**src/rtl/multicycle_main_control.sv**
```systemverilog
// Main control FSM for the multicycle MIPS datapath.
// Sequences fetch/decode/execute/memory/writeback from the IR opcode and
// produces every datapath enable and mux select as a Moore decode of state.
// Memory states stall on mem_ready, with an optional watchdog that aborts
// back to FETCH after TIMEOUT consecutive stall cycles.
module multicycle_main_control #(
  parameter int TIMEOUT = 255,
  parameter int CNT_W   = 8
) (
  input  logic       clk,
  input  logic       rst_n,
  input  logic [5:0] Opcode,
  input  logic       mem_ready,
  output logic       PCWrite,
  output logic       PCWriteCond,
  output logic       IorD,
  output logic       MemRead,
  output logic       MemWrite,
  output logic       MemtoReg,
  output logic       IRWrite,
  output logic [1:0] PCSource,
  output logic [1:0] ALUOp,
  output logic       ALUSrcA,
  output logic [1:0] ALUSrcB,
  output logic       RegWrite,
  output logic       RegDst,
  output logic [3:0] state,
  output logic       illegal_op,
  output logic       mem_timeout
);

  typedef enum logic [3:0] {
    S_FETCH   = 4'd0,
    S_DECODE  = 4'd1,
    S_MEMADR  = 4'd2,
    S_MEMRD   = 4'd3,
    S_MEMWB   = 4'd4,
    S_MEMWR   = 4'd5,
    S_EXEC    = 4'd6,
    S_RWB     = 4'd7,
    S_BRANCH  = 4'd8,
    S_JUMP    = 4'd9,
    S_ADDI_EX = 4'd10,
    S_ADDI_WB = 4'd11
  } state_t;

  localparam logic [5:0] OP_RTYPE = 6'b000000;
  localparam logic [5:0] OP_LW    = 6'b100011;
  localparam logic [5:0] OP_SW    = 6'b101011;
  localparam logic [5:0] OP_BEQ   = 6'b000100;
  localparam logic [5:0] OP_J     = 6'b000010;
  localparam logic [5:0] OP_ADDI  = 6'b001000;

  // Counter value at which one more stall cycle trips the watchdog.
  localparam logic [CNT_W-1:0] CNT_LAST = CNT_W'(TIMEOUT - 32'sd1);
  localparam logic [CNT_W-1:0] CNT_MAX  = {CNT_W{1'b1}};
  localparam logic             WDOG_EN  = (TIMEOUT != 32'sd0);

  state_t           state_r;
  state_t           state_nxt_s;
  logic [CNT_W-1:0] cnt_r;
  logic [CNT_W-1:0] cnt_nxt_s;
  logic             illegal_op_r;
  logic             mem_timeout_r;
  logic             illegal_s;
  logic             timeout_s;
  logic             wait_s;
  logic             stall_limit_s;

  assign wait_s        = (state_r == S_FETCH) || (state_r == S_MEMRD) || (state_r == S_MEMWR);
  assign stall_limit_s = WDOG_EN && (cnt_r == CNT_LAST) && !mem_ready;

  // Next-state selection, including the decode dispatch and watchdog abort.
  always_comb begin
    state_nxt_s = state_r;
    illegal_s   = 1'b0;
    timeout_s   = 1'b0;
    case (state_r)
      S_FETCH: begin
        if (mem_ready) begin
          state_nxt_s = S_DECODE;
        end else if (stall_limit_s) begin
          state_nxt_s = S_FETCH;
          timeout_s   = 1'b1;
        end else begin
          state_nxt_s = S_FETCH;
        end
      end
      S_DECODE: begin
        case (Opcode)
          OP_RTYPE: state_nxt_s = S_EXEC;
          OP_LW:    state_nxt_s = S_MEMADR;
          OP_SW:    state_nxt_s = S_MEMADR;
          OP_BEQ:   state_nxt_s = S_BRANCH;
          OP_J:     state_nxt_s = S_JUMP;
          OP_ADDI:  state_nxt_s = S_ADDI_EX;
          default: begin
            state_nxt_s = S_FETCH;
            illegal_s   = 1'b1;
          end
        endcase
      end
      // IR is not written after FETCH, so Opcode is still valid here.
      S_MEMADR: begin
        if (Opcode == OP_LW) begin
          state_nxt_s = S_MEMRD;
        end else begin
          state_nxt_s = S_MEMWR;
        end
      end
      S_MEMRD: begin
        if (mem_ready) begin
          state_nxt_s = S_MEMWB;
        end else if (stall_limit_s) begin
          state_nxt_s = S_FETCH;
          timeout_s   = 1'b1;
        end else begin
          state_nxt_s = S_MEMRD;
        end
      end
      S_MEMWR: begin
        if (mem_ready) begin
          state_nxt_s = S_FETCH;
        end else if (stall_limit_s) begin
          state_nxt_s = S_FETCH;
          timeout_s   = 1'b1;
        end else begin
          state_nxt_s = S_MEMWR;
        end
      end
      S_EXEC:    state_nxt_s = S_RWB;
      S_ADDI_EX: state_nxt_s = S_ADDI_WB;
      S_MEMWB:   state_nxt_s = S_FETCH;
      S_RWB:     state_nxt_s = S_FETCH;
      S_BRANCH:  state_nxt_s = S_FETCH;
      S_JUMP:    state_nxt_s = S_FETCH;
      S_ADDI_WB: state_nxt_s = S_FETCH;
      default:   state_nxt_s = S_FETCH;
    endcase
  end

  // Stall counter: clears on any state change, ready or abort; saturates.
  always_comb begin
    cnt_nxt_s = cnt_r;
    if ((state_nxt_s != state_r) || mem_ready || timeout_s) begin
      cnt_nxt_s = {CNT_W{1'b0}};
    end else if (wait_s && (cnt_r != CNT_MAX)) begin
      cnt_nxt_s = cnt_r + {{(CNT_W-1){1'b0}}, 1'b1};
    end else begin
      cnt_nxt_s = cnt_r;
    end
  end

  // State, stall counter and one-cycle pulse registers.
  always_ff @(posedge clk) begin
    if (!rst_n) begin
      state_r       <= S_FETCH;
      cnt_r         <= {CNT_W{1'b0}};
      illegal_op_r  <= 1'b0;
      mem_timeout_r <= 1'b0;
    end else begin
      state_r       <= state_nxt_s;
      cnt_r         <= cnt_nxt_s;
      illegal_op_r  <= illegal_s;
      mem_timeout_r <= timeout_s;
    end
  end

  assign state = state_r;

  // Moore output decode; everything is held at 0 while reset is asserted.
  always_comb begin
    PCWrite     = 1'b0;
    PCWriteCond = 1'b0;
    IorD        = 1'b0;
    MemRead     = 1'b0;
    MemWrite    = 1'b0;
    MemtoReg    = 1'b0;
    IRWrite     = 1'b0;
    PCSource    = 2'b00;
    ALUOp       = 2'b00;
    ALUSrcA     = 1'b0;
    ALUSrcB     = 2'b00;
    RegWrite    = 1'b0;
    RegDst      = 1'b0;
    illegal_op  = 1'b0;
    mem_timeout = 1'b0;
    if (!rst_n) begin
      illegal_op  = 1'b0;
      mem_timeout = 1'b0;
    end else begin
      illegal_op  = illegal_op_r;
      mem_timeout = mem_timeout_r;
      case (state_r)
        S_FETCH: begin
          MemRead = 1'b1;
          ALUSrcB = 2'b01;
          // PC/IR only load once the instruction word actually arrives.
          IRWrite = mem_ready;
          PCWrite = mem_ready;
        end
        S_DECODE: ALUSrcB = 2'b11;
        S_MEMADR, S_ADDI_EX: begin
          ALUSrcA = 1'b1;
          ALUSrcB = 2'b10;
        end
        S_MEMRD: begin
          MemRead = 1'b1;
          IorD    = 1'b1;
        end
        S_MEMWB: begin
          RegWrite = 1'b1;
          MemtoReg = 1'b1;
        end
        S_MEMWR: begin
          MemWrite = 1'b1;
          IorD     = 1'b1;
        end
        S_EXEC: begin
          ALUSrcA = 1'b1;
          ALUOp   = 2'b10;
        end
        S_RWB: begin
          RegWrite = 1'b1;
          RegDst   = 1'b1;
        end
        S_BRANCH: begin
          ALUSrcA     = 1'b1;
          ALUOp       = 2'b01;
          PCWriteCond = 1'b1;
          PCSource    = 2'b01;
        end
        S_JUMP: begin
          PCWrite  = 1'b1;
          PCSource = 2'b10;
        end
        S_ADDI_WB: RegWrite = 1'b1;
        default: begin
          PCWrite = 1'b0;
        end
      endcase
    end
  end

endmodule

```
**config.mk**
```make
export PLATFORM = sky130hd
export DESIGN_NAME = multicycle_main_control
export DESIGN_NICKNAME = d
export VERILOG_FILES = /design/src/rtl/multicycle_main_control.sv
export SDC_FILE = /design/constraint.sdc
export NUM_CORES = 1
export LEC_CHECK = 0
export ABC_AREA = 1
export CAP_MARGIN = 20
export CORE_ASPECT_RATIO = 1.4
export CORE_MARGIN = 2
export CORE_UTILIZATION = 35
export CTS_CLUSTER_DIAMETER = 200
export CTS_CLUSTER_SIZE = 8
export DETAILED_ROUTE_END_ITERATION = 10
export MAX_ROUTING_LAYER = met4
export PLACE_DENSITY_LB_ADDON = 0.25
export SLEW_MARGIN = 20
export SYNTH_ARGS = -nofsm -noshare
export SYNTH_HDL_FRONTEND = slang
export SYNTH_SLANG_ARGS = --single-unit
```
**constraint.sdc**
```tcl
create_clock -name clk -period 2.4 [get_ports clk]
set_clock_uncertainty 0.2 [all_clocks]
set_input_delay 0.72 -clock clk [delete_from_list [all_inputs] [get_ports clk]]
set_output_delay 0.72 -clock clk [all_outputs]
set_load 0.1 [all_outputs]
```
==> qor.yml, run 1 <==
synth:
  synth_seq_cells: 14
  dominant_combinational_cell_family_by_area_after_synthesis: "simple AND/OR/NAND/NOR gates"
  seq_area_frac_synth: 0.235
  synth-async-reset-ratio: 0
  syn_inst: 203
  netlist_top_cells_area: "dfxtp_1 24%, nand2_1 17%, inv_1 9.8%"
  yosys.area.top_type_share: 0.235
  synth_enable_flop_cells: 0
  post_synth_and_or_nand_nor_area_fraction: 0.483
  synth_cell_type_count: 29
  most_used_dff_post_synth: "dfxtp_1"
  synthDominantAreaCellType: "dfxtp_1"
  postSynthAreaPerCell_um2: 5.87
  yosysWarnings: 0
  synth_adder_area_share: 0.0210
  mappedNetlistArea_um2: 1190
  synth_compound_area_frac: 0.0965
  synth_xor_xnor_area_share: 0.0294
  post_synth_mux_area_share: 0
  synth.net_count: 214
floorplan:
  core-area_um2: 3320
  die_h_um: 73.1
  die_w_um: 53.3
  dieArea_um2: 3900
  row_count: 25
  io_pins: 31
  initial_core_util: 0.360
worst_hold_path:
  hold_path_class: "reg -> reg"
  launch_instance_of_the_worst_min_delay_path: "cnt_r[5]"
  min_path_cells: 4
sta:
  worst-slew-pin-transition_ns: 0.269
  fmaxAchievable_mhz: 423
  rsz0062_at_grt: "yes"
  fin_tns_setup_ns: 0
  worst_slew_margin_rel: 0.820
  hold_violations: 0
  post-route-worst-setup-slack_ns: 0.0378
  drv_slew: 0
  final-setup-viol-count: 0
  finalHoldWorstSlack_ns: 0.365
  fin_crit_ns: 2.36
  final.period_utilization: 0.984
global_route:
  grt_pass1_wl_mm: 5.40
  first_global_vias: 1320
  globalRouteOverflowTotal: 0
  number_of_antenna_violations_at_the_first_check_in_global_routing: 0
  gr-usage-all-layers: 0.185
  grt_max_degree: 11
finish:
  num_antenna_cells: 0
  post_route_cells_drive_above_1_share: 0.420
  fin_cells: 295
  register_area_um2: 295
  multi_input_area_um2: 985
  final_stage_net_count: 267
  layout.cells.most_common: "nand2_1"
  mostFrequentLayoutCells: "49 x nand2_1, 28 x inv_1, 23 x buf_12"
  n_fill_cell: 272
  layout-area-overhead-vs-synth_pct: 87.0
route:
  detailed_route_drc_error_count: 0
  vias_per_cell: 4.94
  first_pass_iters: 4
  drt_wl_total_mm: 3.38
  final_antenna_net_count: 0
  wl_per_cell_um: 11.5
  via_count: 1457
  dr.first_iter.drc_count: 37
clock_tree:
  cts_num_sinks: 14
  cts-buffers-inserted: 3
  tritoncts: "done"
  worstSkewPairLatency_ns: 0.24
  ctsHtreeMaxLevel: 1
  root_buffer: "clkbuf_8"
  holdBufCountCts: 0
  cts_buffer_depth: 2
  path_clk_slew_ns: 0.06
worst_setup_path:
  timing.rr.end: "cnt_r[5]"
  timing.setup.critical_path_class: "in -> out"
  rr_worst_depth: 10
  reg2reg_slack_ns: 0.52
  cp-startpoint: "mem_ready"
  critPathCapture: "PCWrite"
  critical_path_peak_fanout: 2
  worstPathRequired_ns: 1.48
  crit_path_start_kind: "input port"
  r2r-start: "state[3]"
  cp-end-kind: "primary output"
  timing.critical_path.arrival_ns: 1.44
outcome:
  run_status: "finished clean"
placement:
  routabilityCongestion: 0.799
  numPortBuffers: 30
  post_detailed_placement_half_perimeter_wirelength_mm: 2.56
  post_placement_setup_slack_ns: -0.451
  place.detailed.instances: 285
pwr:
  max-vdd-ir-drop_mv: 0.366
  power_leakage_nw: 0.983
  power_density_nw_per_um2: 308
  post-layout-total-power_mw: 0.686
run:
  timing.max_cap.violations: 0
-- flip-flops by register name (all words and copies together), names as in the netlist --
| register | count |
|---|---|
| mem_timeout_r | 1 |
| illegal_op_r | 1 |
| cnt_r | 8 |
| state | 4 |
-- area by class of cell --
type / instances / area share
multi-input cells: 150 / 0.442
repair buffers: 52 / 0.318
flip-flops and latches: 14 / 0.132
inverters: 35 / 0.0612
clock buffers: 4 / 0.0247
well taps: 40 / 0.0224
-- repair_timing --
action,in CTS,in global routing
buffers inserted,0,6
resized for setup,13,24
pin swaps,5,5
endpoints found under the setup margin,26,19
-- power by group --
group | switching (mW) | leakage [nW] | total [mW] | internal (mW)
Sequential | 0.00535 | 0.116 | 0.238 | 0.232
Combinational | 0.136 | 0.838 | 0.215 | 0.0794
Clock | 0.0878 | 0.0288 | 0.233 | 0.145
-- cell families after synthesis --
kind of cell    after synthesis
buf+inv                      39
flops                        14
simple gates                124
xor+xnor                      4
fa+ha+maj                     2
compound gates               20
-- metrics by stage --
step                       util  instance area [µm²]
after CTS                 0.634                 2100
final                     0.672                 2230
after global routing      0.672                 2230
after floorplan               -                 1380
after detailed placement  0.611                 2020
after global placement    0.611                 2020
-- how the worst min path moves through the flow --
stage	endpoint
4_1_cts	cnt_r[5]
2_1_floorplan	cnt_r[6]
3_5_place_dp	cnt_r[5]
3_3_place_gp	cnt_r[5]
6_report	cnt_r[5]
5_1_grt	cnt_r[5]
-- cell usage after synthesis (all sizes together), types with 2 or more instances --
master  instances
inv            35
o21ai           7
dfxtp          14
nand2          59
xor2            3
o211ai          2
nand4           2
nor2           38
buf             3
nand3          12
a21oi           8
ha              2
nor3           11
-- layer usage --
metal / vias to the layer above / track usage / routed length (µm)
met5: - / - / 0
met4: 0 / 0.0541 / 63
met3: 8 / 0.0246 / 125
met2: 39 / 0.353 / 1950
met1: 670 / 0.189 / 1240
li1: 740 / - / -
-- critical path, stage by stage --
cell and delay [ns]:
clkdlybuf4s15_1 0.20, nand3_2 0.14, a21oi_4 0.19, buf_12 0.19
Power figures use the tool's default switching activity.
==> run 2, diff against run 1 <==
CORE_ASPECT_RATIO = 1.25   (was 1.4)
CORE_UTILIZATION = 45   (was 35)
TNS_END_PERCENT = 1   (was not set)
==> run 2 against run 1 <==
Non-clock buffer count is the same; setup slack got worse by 0.12 ns; largest cell class unchanged; sequential share of layout area rose by 0.46 points; clock power decreased by 37%; the run now ends with setup timing left; highest routed layer unchanged.
==> qor.yml, run 2 (synthesis results as in run 1) <==
pwr:
  post-layout-total-power_mw: 0.600  # -13%
  power_density_nw_per_um2: 278  # -9.5%
  power_leakage_nw: 0.952  # -3.1%
  max-vdd-ir-drop_mv: 0.326  # -11%
sta:
  post-route-worst-setup-slack_ns: -0.0836  # -0.121 ns
  fin_crit_ns: 2.48  # +0.121 ns
  final.period_utilization: 1.03  # +0.0506
  drv_slew: 0  # unchanged
  final-setup-viol-count: 9  # +9
  fin_tns_setup_ns: -0.311  # -0.311 ns
  fmaxAchievable_mhz: 403  # -4.9%
  worst-slew-pin-transition_ns: 0.301  # +0.0314 ns
  rsz0062_at_grt: "yes"
  hold_violations: 0  # unchanged
  worst_slew_margin_rel: 0.799  # -0.0210
clock_tree:
  path_clk_slew_ns: 0.09  # +0.03 ns
  worstSkewPairLatency_ns: 0.30  # +0.06 ns
  root_buffer: "clkbuf_4"
  cts_buffer_depth: 2  # unchanged
  ctsHtreeMaxLevel: 1  # unchanged
  cts_num_sinks: 14  # unchanged
  cts-buffers-inserted: 3  # unchanged
  tritoncts: "done"
worst_hold_path:
  hold_path_class: "reg -> reg"
  min_path_cells: 2  # -2
route:
  dr.first_iter.drc_count: 84  # +130%
  drt_wl_total_mm: 4.51  # +34%
  wl_met3_um: 379  # +200%
  top_layer: "met4"
  wirelength_met1_mm: 1.48  # +19%
  met2_wirelength_mm: 2.40  # +23%
  first_pass_iters: 6  # +2
  wl_per_cell_um: 15.7  # +37%
  vias_per_cell: 5.47  # +11%
  final_antenna_net_count: 0  # unchanged
  via_count: 1576  # +8.2%
  detailed_route_drc_error_count: 0  # unchanged
global_route:
  gr-usage-all-layers: 0.276  # +0.0909
  grt_max_degree: 11  # unchanged
  first_global_vias: 1475  # +12%
  number_of_antenna_violations_at_the_first_check_in_global_routing: 0  # unchanged
  globalRouteOverflowTotal: 0  # unchanged
  grt_pass1_wl_mm: 6.29  # +16%
worst_setup_path:
  cp-end-kind: "primary output"
  critical_path_peak_fanout: 6  # +4
  timing.critical_path.arrival_ns: 1.56  # +0.12 ns
  worstPathRequired_ns: 1.48  # about the same
  crit_path_start_kind: "register"
  timing.setup.critical_path_class: "reg -> out"
  rr_worst_depth: 9  # -1
placement:
  post_detailed_placement_half_perimeter_wirelength_mm: 2.81  # +9.7%
  numPortBuffers: 30  # unchanged
  post_placement_setup_slack_ns: -0.467  # -0.0157 ns
  routabilityCongestion: 0.861  # +7.8%
finish:
  register_bank_with_the_most_flops: "cnt_r"
  largest_register_ff_count: 8  # unchanged
  final_stage_net_count: 267  # unchanged
  layout.cells.most_common: "nand2_1"
  finish.utilization: 0.870  # +0.197
  mostFrequentLayoutCells: "47 x nand2_1, 27 x inv_1, 24 x nor2_1"
  post_route_cells_drive_above_1_share: 0.400  # -0.0196
  layout-area-overhead-vs-synth_pct: 80.7
  num_antenna_cells: 0  # unchanged
floorplan:
  dieArea_um2: 3080  # -21%
  io_pins: 31  # unchanged
  die_h_um: 61.6  # -16%
  initial_core_util: 0.481  # +0.122
  core-area_um2: 2480  # -25%
  row_count: 20  # -20%
  die_w_um: 50.0  # -6.2%
run:
  timing.max_cap.violations: 0  # unchanged
outcome:
  failed_checks: "setup timing"
  run_status: "finished with violations"
run 2: cell types whose count changed in the layout (fill, tap and decap cells not counted), moves of 3 or more:
cell,before,now
clkbuf_8,4,0
nor3_1,2,6
clkbuf_4,0,3
inv_4,2,5
nand2_2,5,8
nor2_1,21,24
nor3_2,7,4
run 2: timing repair:
action,CTS,global route
buffers inserted,1,7
hold endpoints to repair,0,0
hold buffers,0,0
gates resized for setup,26,18
setup endpoints to repair,18,24
pin swaps,4,9
run 2: per-stage QoR:
stage | instance area [µm²] | hold slack (ns) | instances
2_1_floorplan | 1310 | 0.324 | 203
3_3_place_gp | 1930 | 0.348 | 276
3_5_place_dp | 1930 | 0.348 | 276
4_1_cts | 2050 | 0.367 | 281
5_1_grt | 2150 | 0.405 | 288
6_report | 2150 | 0.360 | 288
run 2: routing by layer:
| layer | track usage | up-vias |
|---|---|---|
| li1 | - | 735 |
| met1 | 0.263 | 718 |
| met2 | 0.509 | 91 |
| met3 | 0.0583 | 32 |
| met4 | 0.175 | 0 |
| met5 | - | - |
run 2: layout make-up:
class,instances,area [µm²]
multi-input combinational,150,941
sequential,14,295
fill,125,323
clock inverter,1,3.75
inverter,35,144
clock buffer,3,22.5
timing repair buffer,52,707
tap,33,41.3
run 2: worst paths after layout:
check	slack [ns]	endpoint	startpoint
max reg2reg	0.42	cnt_r[2]	state[3]
min	0.36	cnt_r[6]	cnt_r[6]
max	-0.08	RegWrite	state[2]
min reg2reg	0.36	cnt_r[6]	cnt_r[6]
run 2: critical path, stage by stage, from the launching register on:
cell      delay [ns]
dfxtp_4         0.42
inv_4           0.07
nand2_4         0.11
inv_4           0.07
o211ai_1        0.29
o21ai_4         0.11
buf_12          0.18
run 2: where the power goes:
part	leakage (nW)	switching [mW]	internal [mW]
sequential	0.116	0.00515	0.232
clock	0.0154	0.0864	0.0609
combinational	0.821	0.139	0.0767
